===== src/rtl/vector_line_stepper.sv =====
// Bresenham line stepper feeding a two-channel DAC driver: one X write then one Y write per unit step.
// Latency: busy 1 cycle after accept; first strobe >=2 cycles later; strobes are >=2 cycles apart.
// Backpressure: stalls in EMIT_X/EMIT_Y while dac_ready=0; cmd_ready only in IDLE. Option: VECTOR_BLANK_JUMP_EN.
module vector_line_stepper #(
    parameter int WIDTH  = 12,
    parameter int SETTLE = 0
) (
    input  logic             clk,
    input  logic             reset,
    input  logic [WIDTH-1:0] cmd_x,
    input  logic [WIDTH-1:0] cmd_y,
    input  logic             cmd_blank,
    input  logic             cmd_valid,
    output logic             cmd_ready,
    output logic [WIDTH-1:0] dac_value,
    output logic             dac_axis,
    output logic             dac_strobe,
    input  logic             dac_ready,
    output logic             beam_on,
    output logic             busy,
    output logic [WIDTH-1:0] pos_x,
    output logic [WIDTH-1:0] pos_y
);
    localparam int EW = WIDTH + 2;
    localparam int SW = (SETTLE > 1) ? $clog2(SETTLE) : 1;
    localparam logic [SW-1:0] SETTLE_LAST = SW'((SETTLE > 0) ? SETTLE - 1 : 0);

    typedef enum logic [2:0] {
        S_IDLE, S_STEP, S_EMIT_X, S_WAIT_X, S_EMIT_Y, S_WAIT_Y, S_SETTLE
    } state_t;

    state_t state, state_d;

    logic [WIDTH-1:0]    cx, cy, tx, ty;
    logic signed [EW-1:0] dx, dy, err, err_step, dx_new, dy_new;
    logic signed [EW:0]   e2, dy_ext, dx_ext;
    logic [WIDTH-1:0]    adx, ady;
    logic                sx, sy, step_x, step_y;
    logic                accept, at_target, cmd_jump, strobe_q;
    logic [SW-1:0]       settle_cnt;

`ifdef VECTOR_BLANK_JUMP_EN
    logic blank_q;
    assign cmd_jump = cmd_blank;
    assign beam_on  = busy && !blank_q;
`else
    logic unused_blank;
    assign unused_blank = cmd_blank;
    assign cmd_jump     = 1'b0;
    assign beam_on      = busy;
`endif

    assign busy       = (state != S_IDLE);
    assign cmd_ready  = reset && (state == S_IDLE);
    // Gated so that a reset cycle never shows a write to the driver.
    assign dac_strobe = strobe_q && reset;
    assign accept     = cmd_valid && cmd_ready;
    assign at_target  = (cx == tx) && (cy == ty);

    assign adx    = (cmd_x >= cx) ? cmd_x - cx : cx - cmd_x;
    assign ady    = (cmd_y >= cy) ? cmd_y - cy : cy - cmd_y;
    assign dx_new = $signed({2'b00, adx});
    assign dy_new = -$signed({2'b00, ady});

    assign e2       = {err, 1'b0};
    assign dy_ext   = {dy[EW-1], dy};
    assign dx_ext   = {dx[EW-1], dx};
    assign step_x   = (e2 >= dy_ext);
    assign step_y   = (e2 <= dx_ext);
    assign err_step = err + (step_x ? dy : '0) + (step_y ? dx : '0);

    always_comb begin
        state_d = state;
        case (state)
            S_IDLE: begin
                if (accept) begin
                    if (cmd_jump || ((cmd_x == cx) && (cmd_y == cy)))
                        state_d = S_EMIT_X;
                    else
                        state_d = S_STEP;
                end
            end
            S_STEP:   state_d = S_EMIT_X;
            S_EMIT_X: if (dac_ready) state_d = S_WAIT_X;
            S_WAIT_X: state_d = S_EMIT_Y;
            S_EMIT_Y: if (dac_ready) state_d = S_WAIT_Y;
            S_WAIT_Y: begin
                if (SETTLE > 0)
                    state_d = S_SETTLE;
                else
                    state_d = at_target ? S_IDLE : S_STEP;
            end
            S_SETTLE: begin
                if (settle_cnt == SETTLE_LAST)
                    state_d = at_target ? S_IDLE : S_STEP;
            end
            default:  state_d = S_IDLE;
        endcase
    end

    always_ff @(posedge clk) begin
        if (!reset) begin
            state      <= S_IDLE;
            cx         <= '0;
            cy         <= '0;
            tx         <= '0;
            ty         <= '0;
            dx         <= '0;
            dy         <= '0;
            err        <= '0;
            sx         <= 1'b0;
            sy         <= 1'b0;
            dac_value  <= '0;
            dac_axis   <= 1'b0;
            strobe_q   <= 1'b0;
            pos_x      <= '0;
            pos_y      <= '0;
            settle_cnt <= '0;
`ifdef VECTOR_BLANK_JUMP_EN
            blank_q    <= 1'b0;
`endif
        end else begin
            state    <= state_d;
            strobe_q <= 1'b0;
            case (state)
                S_IDLE: begin
                    if (accept) begin
                        tx  <= cmd_x;
                        ty  <= cmd_y;
                        dx  <= dx_new;
                        dy  <= dy_new;
                        err <= dx_new + dy_new;
                        sx  <= (cmd_x >= cx);
                        sy  <= (cmd_y >= cy);
`ifdef VECTOR_BLANK_JUMP_EN
                        blank_q <= cmd_blank;
                        if (cmd_blank) begin
                            cx <= cmd_x;
                            cy <= cmd_y;
                        end
`endif
                    end
                end
                S_STEP: begin
                    err <= err_step;
                    if (step_x) cx <= sx ? cx + WIDTH'(1) : cx - WIDTH'(1);
                    if (step_y) cy <= sy ? cy + WIDTH'(1) : cy - WIDTH'(1);
                end
                S_EMIT_X: begin
                    if (dac_ready) begin
                        strobe_q  <= 1'b1;
                        dac_value <= cx;
                        dac_axis  <= 1'b0;
                        pos_x     <= cx;
                    end
                end
                S_EMIT_Y: begin
                    if (dac_ready) begin
                        strobe_q  <= 1'b1;
                        dac_value <= cy;
                        dac_axis  <= 1'b1;
                        pos_y     <= cy;
                    end
                end
                S_WAIT_Y: settle_cnt <= '0;
                S_SETTLE: settle_cnt <= settle_cnt + SW'(1);
                default: ;
            endcase
        end
    end
endmodule


===== config.mk =====
export PLATFORM = sky130hd
export DESIGN_NAME = vector_line_stepper
export DESIGN_NICKNAME = d
export VERILOG_FILES = /design/src/rtl/vector_line_stepper.sv
export SDC_FILE = /design/constraint.sdc
export NUM_CORES = 1
export LEC_CHECK = 0
export CAP_MARGIN = 20
export CORE_MARGIN = 1.5
export CORE_UTILIZATION = 55
export DETAILED_ROUTE_END_ITERATION = 8
export DONT_BUFFER_PORTS = 1
export HOLD_SLACK_MARGIN = 0.05
export PLACE_DENSITY_LB_ADDON = 0.2
export SYNTH_ARGS = -nofsm -noshare
export SYNTH_HDL_FRONTEND = slang
export SYNTH_SLANG_ARGS = --single-unit
export TNS_END_PERCENT = 10

===== constraint.sdc =====
create_clock -name clk -period 6.6 [get_ports clk]
set_input_delay 0.33 -clock clk [delete_from_list [all_inputs] [get_ports clk]]
set_output_delay 0.33 -clock clk [all_outputs]
set_load 0.005 [all_outputs]

==> results.json, run 1 <==
{
  "status": "completed",
  "p_per_area_nw_per_um2": 510.9,
  "finalClockSkew_ps": 9.947,
  "power_leakage_nw": 4.643,
  "maxSlewViolCount": 0,
  "pwr-share-seq_pct": 20.8,
  "gp_congestion": 0.9087,
  "grt_pass1_vias": 8121,
  "h-tree-depth": 4,
  "path_max_fanout": 12,
  "track_usage_pct": 28.14,
  "via_per_inst": 5.889,
  "pin_count": 70,
  "post_cts_buffers": 0,
  "via_count": 8846,
  "yosysTopAreaCell": "dfxtp_1",
  "firstDrtPassIters": 5,
  "synth-simple-area-share_pct": 18.17,
  "portBuffers": 0,
  "reg.largest.list": "dy (14), err (14)",
  "setup_tns_ps": 0,
  "dp_hpwl_mm": 20.11,
  "ys.flop_type": "dfxtp_1",
  "worstMarginPinSlew_ps": 1133,
  "holdWs_ps": 61.53,
  "drt_iter0_drc": 617,
  "peakVddDrop_v": 0.0002759,
  "ys_seq_elements": 132,
  "end_kind": "flop",
  "final.min_clock_period_ps": 5724,
  "netlist-cell-type-count": 86,
  "clock_latency_ps": 430,
  "path_class": "flop to flop",
  "p_clk_share_pct": 16.3,
  "drive_gt1_share_pct": 6.388,
  "reg2reg_slack_ps": 880,
  "synth_xor_area_share_pct": 8.860,
  "cts_root_buf": "clkbuf_16",
  "min-delay-path-class": "input pin to flop",
  "die_w_microns": 140.5,
  "post_drt_wl_per_cell_microns": 18.24,
  "cts_buffer_depth": 2,
  "netlist.area_leader.share_pct": 25.42,
  "postRouteAntennaNets": 0,
  "grt_start_max_net_pins": 94,
  "p_sw_mw": 2.667,
  "numClockSinks": 132,
  "yosys-top-cells-area": "dfxtp_1 (25%), ha_1 (14%), a21oi_1 (6.0%)",
  "critPathLaunchType": "flop",
  "hold_violations": 0,
  "n_antenna_cell": 0,
  "synth_mux_area_share_pct": 1.493,
  "synth_fa_ha_area_share_pct": 18.13,
  "num_rows": 50,
  "area_growth_pct": 7.368,
  "p_sw_share_pct": 46.78,
  "seq_area_frac_synth_pct": 25.42,
  "maxCapViolations": 0,
  "min_period_over_period_pct": 86.73,
  "grt_setup_unrepaired": "false",
  "ys_warn_count": 0,
  "slew_headroom_pct": 24.43,
  "die-height_microns": 140.5,
  "place_inst": 1463,
  "drc_errors": 0,
  "nets": 1419,
  "internal_power_mw": 3.034,
  "async_flop_share_pct": 0,
  "synth_most_common_cell": "dfxtp_1",
  "clk_pin_slew_ps": 60,
  "grt_first_pass_wirelength_mm": 43.66,
  "setup_violations": 0,
  "cts_buffers": 17,
  "grt_overflow": 0,
  "pwr-share-comb_pct": 62.9,
  "wl_mm": 27.40,
  "syn_nets": 1445,
  "synth_compound_area_share_pct": 21.51,
  "synth-edff-count": 0,
  "netlist_top_cells_count": "dfxtp_1 (132), a21oi_1 (125), ha_1 (115)",
  "initial_utilization_pct": 55.75,
  "avgSynthCellArea_sq_um": 8.114,
  "synth_top_family_by_area": "compound AO/OA/AOI/OAI gates",
  "crit_required_ps": 6870,
  "arrival_ps": 6000,
  "design.core.area_sq_um": 18640,
  "fin_cells": 1502,
  "clock.fmax_ghz": 0.1747,
  "syn_inst": 1281,
  "antenna_found_initial": 0,
  "post_cts_resized": 0,
  "syn_area_sq_um": 10390,
  "cts_tree": "yes",
  "dieArea_sq_um": 19730
}
-- power groups by stage --
stage | Combinational [mW] | Sequential, mW | Clock, mW
5_1_grt | 3.99 | 1.21 | 0.977
3_5_place_dp | 3.54 | 1.20 | 0
6_report | 3.59 | 1.18 | 0.930
2_1_floorplan | 2.85 | 1.11 | 0
4_1_cts | 3.58 | 1.18 | 0.941
3_3_place_gp | 3.47 | 1.19 | 0
-- metrics by stage --
| stage | worst slack, ps | util (%) | cell area [sq um] | power [mW] |
|---|---|---|---|---|
| floorplan | 1752 | - | 10390 | 3.962 |
| global placement | 1028 | 56.42 | 10520 | 4.663 |
| detailed placement | 903.9 | 56.42 | 10520 | 4.735 |
| CTS | 894.5 | 59.82 | 11150 | 5.707 |
| global route | 555.0 | 59.86 | 11160 | 6.175 |
| finish | 875.5 | 59.86 | 11160 | 5.702 |
-- repair_timing --
action,in CTS,in global routing
endpoints found under the setup margin,0,0
hold buffers,6,0
endpoints found under the hold margin,12,0
-- kinds of logic (layout without fill, tap and decap cells) --
family                   count (synthesis)  count (layout)
AND/OR/NAND/NOR                        384             384
adder cells (fa/ha/maj)                139             139
buffers and inverters                  168             155
multiplexers                            14              14
AO/OA/AOI/OAI                          343             343
XOR/XNOR                               101             101
flip-flops                             132             132
-- worst paths after layout --
path,start,to,depth (start not counted)
setup / recovery,cy[1],err[12],21
hold / removal,reset,ty[1],2
setup reg to reg,cy[1],err[12],21
hold reg to reg,tx[11],tx[11],2
-- layout make-up --
class | instances | area, sq um
Clock buffer | 18 | 439.2
Clock inverter | 14 | 135.1
Fill cell | 1719 | 7483
Inverter | 106 | 397.9
Multi-Input combinational cell | 981 | 7109
Sequential cell | 132 | 2643
Tap cell | 234 | 292.8
Timing Repair Buffer | 17 | 142.6
-- layout by cell type, fill, tap and decap left out, types with 9 or more instances in the layout --
master,netlist,layout
o211ai_1,9,9
nor2b_1,13,13
ha_1,115,115
o21ai_0,53,53
a31oi_1,9,9
a211oi_1,27,27
nand4_1,15,15
nor2_1,108,108
a21oi_1,125,125
buf_4,3,11
o21bai_1,16,16
dfxtp_1,132,132
nand3_1,37,37
clkbuf_16,0,17
mux2i_1,11,11
nand2b_1,11,11
nand2_1,108,107
xnor2_1,62,62
a21o_1,19,19
fa_1,20,20
xor2_1,35,35
o31ai_1,23,23
nor3_1,11,11
and2_1,30,30
o21a_1,11,11
or3_1,9,9
inv_1,106,105
-- worst max-delay path, cell delays in order (launching register included) --
cell       delay, ps
dfxtp_1          650
inv_1            160
fa_1             460
nand3_1          120
and3_1           250
a2bb2oi_4        220
nand2_2          260
mux2i_1          310
ha_1             280
xor2_1           360
ha_1             340
a21o_1           190
a21oi_1          210
nor2b_1           70
o21ai_0          160
nand2b_1         120
maj3_2           310
maj3_2           330
a31oi_1          280
nand2b_1         180
mux2i_1          220
nor4_2            70
-- layer usage --
layer / vias to the layer above / wire (microns) / track usage, %
met5: - / 0 / 0
met4: 0 / 599 / 9.430
met3: 36 / 1348 / 4.342
met2: 210 / 12440 / 44.40
met1: 4176 / 13010 / 39.34
li1: 4424 / - / -
(Power assumes the default switching activity.)
==> run 2, diff against run 1 <==
- ABC_AREA: not set -> 1
==> run 2 against run 1 <==
Net effect:
- clock skew up 0.90 ps
- area after synthesis up 3.8%
- non-clock buffer count down 4
- fmax up 17%
- global-route usage up 2.0 points
- combinational power up 19%
- hold slack worse by 3.8 ps
- sequential share of layout area down 1.0 points
- synthesized cell count up 22%
- count of clock-buffer cells in the layout up 2
- cell area up 4.5%
- critical path type unchanged
- largest cell class unchanged
- largest power group unchanged
- highest routed layer unchanged
==> results.json, run 2 <==
{
  "status": "completed",
  "worst_path_most_repeated_cell": "nor2_1",
  "synth-edff-count": 0,
  "slew_headroom_pct": 41.55,
  "post_drt_wl_per_cell_microns": 16.47,
  "whs_path_depth": 2,
  "synth_most_common_cell": "nand2_1",
  "r2r_start": "cy[0]",
  "clock.fmax_ghz": 0.2047,
  "critical-path-max-stage-delay_ps": 520,
  "gp_congestion": 0.9620,
  "dpl_cell_area_sq_um": 10970,
  "r2r_end": "err[11]",
  "internal_power_mw": 3.191,
  "yosysTopAreaCell": "dfxtp_1",
  "maxCapViolations": 0,
  "post_cts_buffers": 0,
  "design.core.area_sq_um": 19330,
  "pin_count": 70,
  "path_class": "flop to flop",
  "die_w_microns": 143.1,
  "portBuffers": 0,
  "area_growth_pct": 8.094,
  "dp_hpwl_mm": 22.65,
  "peakVddDrop_v": 0.0002744,
  "cts_buffers": 17,
  "finalClockSkew_ps": 10.85,
  "layout_commonest_cell": "nand2_1",
  "p_per_area_nw_per_um2": 563.2,
  "avgSynthCellArea_sq_um": 6.881,
  "via_per_inst": 5.526,
  "cts_tree": "yes",
  "final.min_clock_period_ps": 4886,
  "critPathLaunchType": "flop",
  "track_usage_pct": 30.14,
  "p_total_mw": 6.569,
  "grt_setup_unrepaired": "false",
  "hp-start": "reset",
  "design_area_sq_um": 11660,
  "seq_area_frac_synth_pct": 24.49,
  "place_ws_ps": 1803,
  "h-tree-depth": 4,
  "netlist_top_cells_count": "nand2_1 (326), inv_1 (233), a21oi_1 (139)",
  "grt_first_pass_wirelength_mm": 48.18,
  "num_rows": 51,
  "syn_area_sq_um": 10790,
  "wl_mm": 30.18,
  "numClockSinks": 132,
  "syn_inst": 1568,
  "yosys-top-cells-area": "dfxtp_1 (24%), ha_1 (13%), nand2_1 (11%)",
  "pwr-share-comb_pct": 65.0,
  "drt_iter0_drc": 557,
  "die-height_microns": 143.1,
  "netlist-cell-type-count": 53,
  "hold_violations": 0,
  "p_sw_share_pct": 51.42,
  "power_leakage_nw": 5.700,
  "mostFrequentLayoutCells": "nand2_1 (325), inv_1 (233), a21oi_1 (139), dfxtp_1 (132), o21ai_0 (125)",
  "min-delay-path-class": "input pin to flop",
  "syn_nets": 1732,
  "path_max_fanout": 7,
  "cts_buffer_depth": 2,
  "ys_seq_elements": 132,
  "slowest_stage": "dfxtp_1",
  "ys_warn_count": 0,
  "clock_latency_ps": 430,
  "p_clk_share_pct": 15.4,
  "nets": 1719,
  "async_flop_share_pct": 0,
  "clk_pin_slew_ps": 60,
  "setup_violations": 0,
  "antenna_found_initial": 0,
  "crit_required_ps": 6970,
  "setup_slack_ps": 1714,
  "r2r_cells": 30,
  "netlist.area_leader.share_pct": 24.49,
  "arrival_ps": 5250,
  "pwr-share-seq_pct": 19.6,
  "p_sw_mw": 3.378,
  "holdWs_ps": 57.68,
  "grt_start_max_net_pins": 44,
  "maxSlewViolCount": 0,
  "utilization_pct": 60.32,
  "holdPathEnd": "pos_x[4]",
  "reg2reg_slack_ps": 1710,
  "cts_root_buf": "clkbuf_16",
  "grt_pass1_vias": 9756,
  "via_count": 10129,
  "grt_overflow": 0,
  "drive_gt1_share_pct": 6.059,
  "n_antenna_cell": 0,
  "ys.flop_type": "dfxtp_1",
  "worstMarginPinSlew_ps": 875.8,
  "place_inst": 1794,
  "fin_cells": 1833,
  "reg.largest.list": "dy (14), err (14)",
  "initial_utilization_pct": 55.80,
  "setup_tns_ps": 0,
  "min_period_over_period_pct": 74.03,
  "postRouteAntennaNets": 0,
  "firstDrtPassIters": 6,
  "end_kind": "flop",
  "dieArea_sq_um": 20470,
  "drc_errors": 0
}
## run 2: cell types whose count changed in the layout (fill, tap and decap cells not counted), sizes merged, moves of 21 or more
cell / before / now
nand2: 110 / 350
inv: 116 / 238
nand3: 38 / 112
o21ai: 54 / 126
xnor2: 64 / 12
and2: 30 / 3
o31ai: 25 / 0
a211oi: 27 / 6
xor2: 36 / 57
## run 2: layout make-up
cell class / instances / area, sq um
fill: 1850 / 7672
multi-input combinational: 1153 / 7058
sequential: 132 / 2643
inverter: 238 / 893.4
clock buffer: 20 / 436.7
tap: 265 / 331.6
clock inverter: 12 / 180.2
timing repair buffer: 13 / 120.1
## run 2: repair_timing
action | in CTS | in global routing
resized for setup | 0 | 0
hold buffers | 5 | 0
endpoints found under the hold margin | 44 | 0
## run 2: how the worst max path moves through the flow
stage	start	end	slack [ps]	cells after the start
after floorplan	dx[2]	err[12]	2470	30
after global placement	cy[0]	err[11]	1840	30
final	cy[0]	err[11]	1710	30
after detailed placement	cy[0]	err[11]	1800	30
after global routing	cy[0]	err[11]	1310	30
after CTS	cy[0]	err[11]	1800	30
## run 2: worst max-delay path, delay by kind of cell, from the launching register on
kind	cells	cell delay, ps
xor gates and xnor gates	1	320
DFF	1	520
buffers and inverters	4	300
and+or+nand+nor	16	1710
adders and majority gates	4	1240
AOI/OAI and AO/OA	5	740
## run 2: logic make-up (layout without fill, tap and decap cells)
family / Yosys count / in the layout / share of synthesized area, %
AND/OR/NAND/NOR: 600 / 600 / 24.88
AO/OA/AOI/OAI: 348 / 348 / 17.78
buffers and inverters: 283 / 283 / 10.11
adder cells (fa/ha/maj): 135 / 135 / 17.05
flip-flops: 132 / 132 / 24.49
XOR/XNOR: 69 / 69 / 5.601
multiplexers: 1 / 1 / 0.09278
## run 2: per-layer routing
layer	up-vias	global-route usage, %	share of wire, %
li1	5132	-	-
met1	4699	36.92	44
met5	-	0	0
met2	243	52.73	48
met3	55	5.030	5.0
met4	0	11.34	2.8
## run 2: power by group through the flow
stage	logic [mW]	clock network [mW]	registers (mW)
final	4.27	1.01	1.28
after global routing	4.84	1.05	1.32
after CTS	4.21	1.02	1.28
after detailed placement	4.17	0	1.30
after global placement	4.08	0	1.29
after floorplan	3.33	0	1.20
